### src/rtl/move_sequencer_pkg.sv
// Shared types and constants for the move sequencer and its per-axis trackers.
package move_sequencer_pkg;

    typedef enum logic [1:0] {
        IDLE      = 2'd0,
        CHUNK     = 2'd1,
        TRIGGER   = 2'd2,
        WAIT_DONE = 2'd3
    } move_sequencer_state_t;

    // Largest magnitude a signed step count of count_bits can carry symmetrically.
    function automatic int max_chunk(input int count_bits);
        return (1 << (count_bits - 1)) - 1;
    endfunction

endpackage

### src/rtl/move_sequencer_axis_tracker.sv
// One axis of the sequencer: committed position, remaining delta and the clamped chunk.
module seq_axis_tracker
    import move_sequencer_pkg::*;
#(
    parameter int POS_BITS   = 16,
    parameter int COUNT_BITS = 8
) (
    input  logic                         clk,
    input  logic                         reset,
    input  logic                         load_i,
    input  logic signed [POS_BITS-1:0]   target_i,
    input  logic                         commit_i,
    input  logic                         clear_i,
    output logic signed [POS_BITS-1:0]   pos_o,
    output logic signed [COUNT_BITS-1:0] chunk_o,
    output logic                         chunk_zero_o
);

    localparam int REM_BITS = POS_BITS + 1;
    localparam int MAX_C    = max_chunk(COUNT_BITS);
    localparam logic signed [REM_BITS-1:0]   MAX_REM = REM_BITS'(MAX_C);
    localparam logic signed [REM_BITS-1:0]   MIN_REM = -MAX_REM;
    localparam logic signed [COUNT_BITS-1:0] MAX_CV  = COUNT_BITS'(MAX_C);
    localparam logic signed [COUNT_BITS-1:0] MIN_CV  = -MAX_CV;

    logic signed [POS_BITS-1:0] pos_q, pos_d;
    logic signed [REM_BITS-1:0] rem_q, rem_d;
    logic signed [REM_BITS-1:0] chunk_ext;

    // Symmetric clamp: the most negative count code is never produced.
    always_comb begin
        chunk_o = rem_q[COUNT_BITS-1:0];
        if (rem_q > MAX_REM) begin
            chunk_o = MAX_CV;
        end else if (rem_q < MIN_REM) begin
            chunk_o = MIN_CV;
        end
        chunk_zero_o = (chunk_o == '0);
        chunk_ext    = {{(REM_BITS-COUNT_BITS){chunk_o[COUNT_BITS-1]}}, chunk_o};
    end

    always_comb begin
        pos_d = pos_q;
        rem_d = rem_q;
        if (clear_i) begin
            pos_d = '0;
        end else if (load_i) begin
            rem_d = {target_i[POS_BITS-1], target_i} - {pos_q[POS_BITS-1], pos_q};
        end else if (commit_i) begin
            pos_d = pos_q + chunk_ext[POS_BITS-1:0];
            rem_d = rem_q - chunk_ext;
        end
    end

    always_ff @(posedge clk) begin
        if (reset) begin
            pos_q <= '0;
            rem_q <= '0;
        end else begin
            pos_q <= pos_d;
            rem_q <= rem_d;
        end
    end

    assign pos_o = pos_q;

endmodule

### src/rtl/move_sequencer.sv
// Feeds absolute XY targets to the stepper as a series of bounded signed chunks.
module move_sequencer
    import move_sequencer_pkg::*;
#(
    parameter int POS_BITS   = 16,
    parameter int COUNT_BITS = 8
) (
    input  logic                         clk,
    input  logic                         reset,
    input  logic                         clk_en,
    input  logic                         cmd_valid,
    output logic                         cmd_ready,
    input  logic signed [POS_BITS-1:0]   cmd_x,
    input  logic signed [POS_BITS-1:0]   cmd_y,
    input  logic                         set_origin,
    output logic                         trigger,
    output logic signed [COUNT_BITS-1:0] num_steps_x,
    output logic signed [COUNT_BITS-1:0] num_steps_y,
    input  logic                         done,
    output logic signed [POS_BITS-1:0]   pos_x,
    output logic signed [POS_BITS-1:0]   pos_y,
    output logic                         busy,
    output move_sequencer_state_t        dbg_state
);

    // A target is taken on any clk where cmd_valid & cmd_ready & !set_origin;
    // cmd_ready depends only on state, never on cmd_valid.
    move_sequencer_state_t state_q, state_d;
    logic blank_q, blank_d;
    logic signed [COUNT_BITS-1:0] steps_x_q, steps_x_d, steps_y_q, steps_y_d;
    logic signed [COUNT_BITS-1:0] chunk_x, chunk_y;
    logic zero_x, zero_y;
    logic load, commit, clear;

    seq_axis_tracker #(.POS_BITS(POS_BITS), .COUNT_BITS(COUNT_BITS)) u_axis_x (
        .clk(clk), .reset(reset), .load_i(load), .target_i(cmd_x), .commit_i(commit),
        .clear_i(clear), .pos_o(pos_x), .chunk_o(chunk_x), .chunk_zero_o(zero_x)
    );

    seq_axis_tracker #(.POS_BITS(POS_BITS), .COUNT_BITS(COUNT_BITS)) u_axis_y (
        .clk(clk), .reset(reset), .load_i(load), .target_i(cmd_y), .commit_i(commit),
        .clear_i(clear), .pos_o(pos_y), .chunk_o(chunk_y), .chunk_zero_o(zero_y)
    );

    always_ff @(posedge clk) begin
        if (reset) begin
            state_q   <= IDLE;
            blank_q   <= 1'b0;
            steps_x_q <= '0;
            steps_y_q <= '0;
        end else begin
            state_q   <= state_d;
            blank_q   <= blank_d;
            steps_x_q <= steps_x_d;
            steps_y_q <= steps_y_d;
        end
    end

    always_comb begin
        state_d   = state_q;
        blank_d   = blank_q;
        steps_x_d = steps_x_q;
        steps_y_d = steps_y_q;
        case (state_q)
            IDLE: begin
                if (!set_origin && cmd_valid) state_d = CHUNK;
            end
            CHUNK: begin
                if (zero_x && zero_y) begin
                    state_d = IDLE;
                end else begin
                    state_d   = TRIGGER;
                    steps_x_d = chunk_x;
                    steps_y_d = chunk_y;
                end
            end
            TRIGGER: begin
                if (clk_en) begin
                    state_d = WAIT_DONE;
                    blank_d = 1'b1;
                end
            end
            WAIT_DONE: begin
                // The stepper still shows done on the tick right after it sees trigger.
                if (blank_q) begin
                    if (clk_en) blank_d = 1'b0;
                end else if (done) begin
                    state_d = CHUNK;
                end
            end
            default: state_d = IDLE;
        endcase
    end

    always_comb begin
        cmd_ready = (state_q == IDLE);
        busy      = (state_q != IDLE);
        trigger   = (state_q == TRIGGER);
        clear     = (state_q == IDLE) && set_origin;
        load      = (state_q == IDLE) && !set_origin && cmd_valid;
        commit    = (state_q == WAIT_DONE) && !blank_q && done;
    end

    assign num_steps_x = steps_x_q;
    assign num_steps_y = steps_y_q;
    assign dbg_state   = state_q;

endmodule

### config.mk
export PLATFORM = sky130hd
export DESIGN_NAME = move_sequencer
export DESIGN_NICKNAME = d
export VERILOG_FILES = /design/src/rtl/move_sequencer_pkg.sv /design/src/rtl/move_sequencer_axis_tracker.sv /design/src/rtl/move_sequencer.sv
export SDC_FILE = /design/constraint.sdc
export NUM_CORES = 1
export LEC_CHECK = 0
export CORE_ASPECT_RATIO = 1.1
export CORE_MARGIN = 2
export CORE_UTILIZATION = 50
export DETAILED_ROUTE_END_ITERATION = 6
export GPL_TIMING_DRIVEN = 1
export PLACE_DENSITY = 0.72
export SLEW_MARGIN = 10
export SYNTH_ARGS = -nofsm -noshare
export SYNTH_HDL_FRONTEND = slang
export SYNTH_SLANG_ARGS = --single-unit
### constraint.sdc
create_clock -name clk -period 3.9 [get_ports clk]
set_input_delay 0.585 -clock clk [delete_from_list [all_inputs] [get_ports clk]]
set_output_delay 0.585 -clock clk [all_outputs]
set_load 0.05 [all_outputs]
==> out/qor.tcl <==
set qor(worst_slew_margin_relative_to_its_limit_pct) 34.3
set qor(register_bit_count_reported_by_yosys) 85
set qor(num_antenna_cells) 0
set qor(static-leakage-power_nw) 3.69
set qor(fin_nets) 1270
set qor(h-tree-depth) 3
set qor(design.portCount) 91
set qor(drc) 0
set qor(die_h_um) 136
set qor(syn_to_final_growth_pct) 19.2
set qor(syn_area_per_cell_um2) 7.66
set qor(ys_async_sr_fraction_pct) 0
set qor(power.switching_fraction_pct) 41.2
set qor(ys_dominant_reg_cell) {dfxtp_1}
set qor(drt-initial-drc-count) 590
set qor(tritoncts) {built}
set qor(synth_sequential_area_ratio_pct) 21.5
set qor(fmaxAchievable_ghz) 0.274
set qor(min_delay_worst_type) {reg -> reg}
set qor(cts_root_buffer) {clkbuf_16}
set qor(post_layout_inst_area_um2) 9420
set qor(max_cap_violations) 0
set qor(syn-instance-count) 1031
set qor(clock_latency_ns) 0.35
set qor(period_share_pct) 93.6
set qor(post-route-min-period_ns) 3.65
set qor(netlist.area_leader.share_pct) 21.5
set qor(placeableCoreArea_um2) 15600
set qor(grt_setup_unrepaired) {false}
set qor(total_of_fill_cells_in_the_finished_design) 1457
set qor(timing.critical_path.from) {u_axis_x.rem_q[1]}
set qor(grt_antenna_before_repair) 0
set qor(vias) 7886
set qor(detail_route.vias_per_cell) 5.92
set qor(grt-ovfl-total) 0
set qor(setup_viol) 0
set qor(io_buffer_count) 90
set qor(endpoint_kind) {flop}
set qor(clock-skew-final_ns) 0.00543
set qor(antenna_violating_nets_post_route) 0
set qor(detailed_placement_wirelength_estimate_um) 17100
set qor(power.ir.vdd_worst_mv) 0.263
set qor(critical_path_peak_fanout) 8
set qor(worst_ep_arrival_time_ns) 3.90
set qor(cp.required_ns) 4.15
set qor(status) {completed}
set qor(clock_tree.buffer_depth) 2
set qor(place_inst) 1316
set qor(grt_max_degree) 39
set qor(syn_area_um2) 7900
set qor(post_synth_main_area_contributors) {dfxtp_1 (22%), ha_1 (16%), a21oi_1 (6.0%), o21ai_0 (4.8%), nor2_1 (4.8%)}
set qor(clkTransAtPathRegs_ns) 0.07
set qor(post_cts.repair.setup_buffers) 0
set qor(regToRegStartpoint) {u_axis_x.rem_q[1]}
set qor(timing.setup.tns_ns) 0
set qor(combined_area_of_the_multi_input_logic_cells_um2) 5820
set qor(power.share.combinational_pct) 47.6
set qor(net-switching-power_mw) 1.44
set qor(synth_nets) 1174
set qor(core.rowCount) 48
set qor(grt_use_total_pct) 27.4
set qor(initial_core_util_pct) 50.8
set qor(gpl.final_weighted_congestion) 0.905
set qor(cellPowerDensity_nw_per_um2) 372
set qor(register_area_um2) 1700
set qor(synth.largest_area_cell) {dfxtp_1}
set qor(distinct_cells_synth) 75
set qor(router_iterations_before_antenna_repair) 5
set qor(hold_viol) 0
set qor(post-place-ws_ns) 0.0936
set qor(timing.final.max_slew_violations) 0
set qor(pwr-share-clk_pct) 23.7
set qor(fin_ws_ns) 0.249
set qor(cell_internal_pwr_mw) 2.06
set qor(dieWidth_um) 124
set qor(grt_pass1_vias) 7141
set qor(worst-slew-pin-transition_ns) 0.986
set qor(die_outline_area_um2) 16800
set qor(layout-drive-gt1-share_pct) 6.01
set qor(seq_power_share_pct) 28.7
set qor(placed_cell_area_um2) 9110
set qor(detailed_route_wire_length_um) 22700
set qor(synth-edff-count) 0
set qor(cts.sinks) 85
set qor(grt_first_pass_wirelength_um) 36200
set qor(hold_start) {num_steps_x[0]}
set qor(number_of_clock_buffers_inserted_by_tritoncts) 9
set qor(worstSetupPathType) {reg -> reg}
set qor(critical_path.startpoint_type) {flop}
set qor(route.detailed.wl_per_inst_um) 17.1
set qor(finish.cell_count_without_fillers) 1332
set qor(synth.yosys.warnings) 0
## worst paths after layout
check	endpoint	slack, ns	depth (start not counted)
hold reg to reg	num_steps_x[0]	0.49	2
hold / removal	num_steps_x[0]	0.49	2
setup reg to reg	u_axis_x.pos_o[14]	0.25	12
setup / recovery	u_axis_x.pos_o[14]	0.25	12
## per-layer routing
| metal | track usage (%) | vias up | wire, µm |
|---|---|---|---|
| li1 | - | 3955 | - |
| met5 | 0 | - | 0 |
| met4 | 8.21 | 0 | 319 |
| met1 | 40.8 | 3660 | 11000 |
| met2 | 41.1 | 251 | 9870 |
| met3 | 3.36 | 20 | 1540 |
## synthesized netlist by cell type, drive strengths merged, types with 3 or more instances
cell type  instances
a211oi            37
a21boi             3
a21o              13
a21oi             94
a221oi             7
a311oi             5
a31oi             13
and2               3
and3               7
buf                5
clkbuf            27
dfxtp             85
fa                 6
ha                99
inv               73
mux2i             16
nand2             96
nand2b            12
nand3             17
nand3b             4
nand4              8
nor2             101
nor2b             15
nor3              23
nor3b              3
nor4               6
o211ai             8
o21a              25
o21ai             77
o21bai             4
o221ai             4
o22ai              5
o31a               9
o31ai              7
o41ai              3
or2                6
or3                8
or4                3
xnor2             37
xor2              19
## critical path, cell delays in order (launching register included)
cell and delay, ns:
dfxtp_1 0.35, or4_4 0.56, nor4_2 0.27, o41ai_4 0.20, a21oi_1 0.25, inv_1 0.09
ha_1 0.35, a211oi_1 0.37, a21boi_1 0.19, a221oi_2 0.36, o211ai_1 0.16, mux2i_1 0.13
a221o_1 0.25
## registers in the layout, summed over array words and instances (netlist names)
name            flops
u_axis_x.rem_q     17
u_axis_y.rem_q     17
u_axis_x.pos_o     16
u_axis_y.pos_o     16
num_steps_x         8
num_steps_y         8
dbg_state           2
blank_q             1
## timing repair
action,CTS,global route
endpoints found under the setup margin,0,19
hold buffers,0,0
resized for setup,0,6
## logic make-up (layout without fill, tap and decap cells)
| kind of cell | after synthesis | count (layout) | synth area share, % |
|---|---|---|---|
| AOI/OAI and AO/OA | 342 | 342 | 28.4 |
| xor gates and xnor gates | 56 | 56 | 6.21 |
| adders and majority gates | 105 | 105 | 17.2 |
| and+or+nand+nor | 320 | 320 | 19.2 |
| buffers and inverters | 105 | 206 | 5.18 |
| DFF | 85 | 85 | 21.5 |
| muxes | 18 | 18 | 2.31 |
## per-stage QoR
step           utilization (%)  power (mW)  hold slack, ns
2_1_floorplan                -        2.20           0.474
3_3_place_gp              58.6        2.64           0.464
3_5_place_dp              58.6        2.65           0.487
4_1_cts                   60.3        3.49           0.498
5_1_grt                   60.5        3.71           0.528
6_report                  60.5        3.51           0.489
## layout make-up
type,instances,share of cell area (%)
clock inverter,5,0.399
tap,200,2.66
multi-input combinational,841,61.8
clock buffer,11,2.47
sequential,85,18.1
inverter,73,2.91
timing repair buffer,117,11.7
## power groups by stage
stage | clock network (mW) | registers (mW) | logic (mW)
final | 0.829 | 1.01 | 1.67
after global routing | 0.869 | 1.01 | 1.83
after CTS | 0.842 | 1.00 | 1.65
after detailed placement | 0 | 1.02 | 1.63
after global placement | 0 | 1.02 | 1.62
after floorplan | 0 | 1.11 | 1.08
## placed cells by master (no fill, tap or decap), types with 13 or more instances in the layout
| cell type | n |
|---|---|
| o21a_1 | 25 |
| xor2_1 | 19 |
| o21ai_0 | 76 |
| nand2_1 | 96 |
| mux2i_1 | 16 |
| ha_1 | 99 |
| xnor2_1 | 37 |
| dfxtp_1 | 85 |
| a21o_1 | 13 |
| nor2b_1 | 15 |
| clkdlybuf4s50_1 | 89 |
| a211oi_1 | 37 |
| a21oi_1 | 94 |
| nor2_1 | 101 |
| inv_1 | 73 |
| nor3_1 | 23 |
| buf_4 | 27 |
| nand3_1 | 17 |
Power figures use the tool's default switching activity.
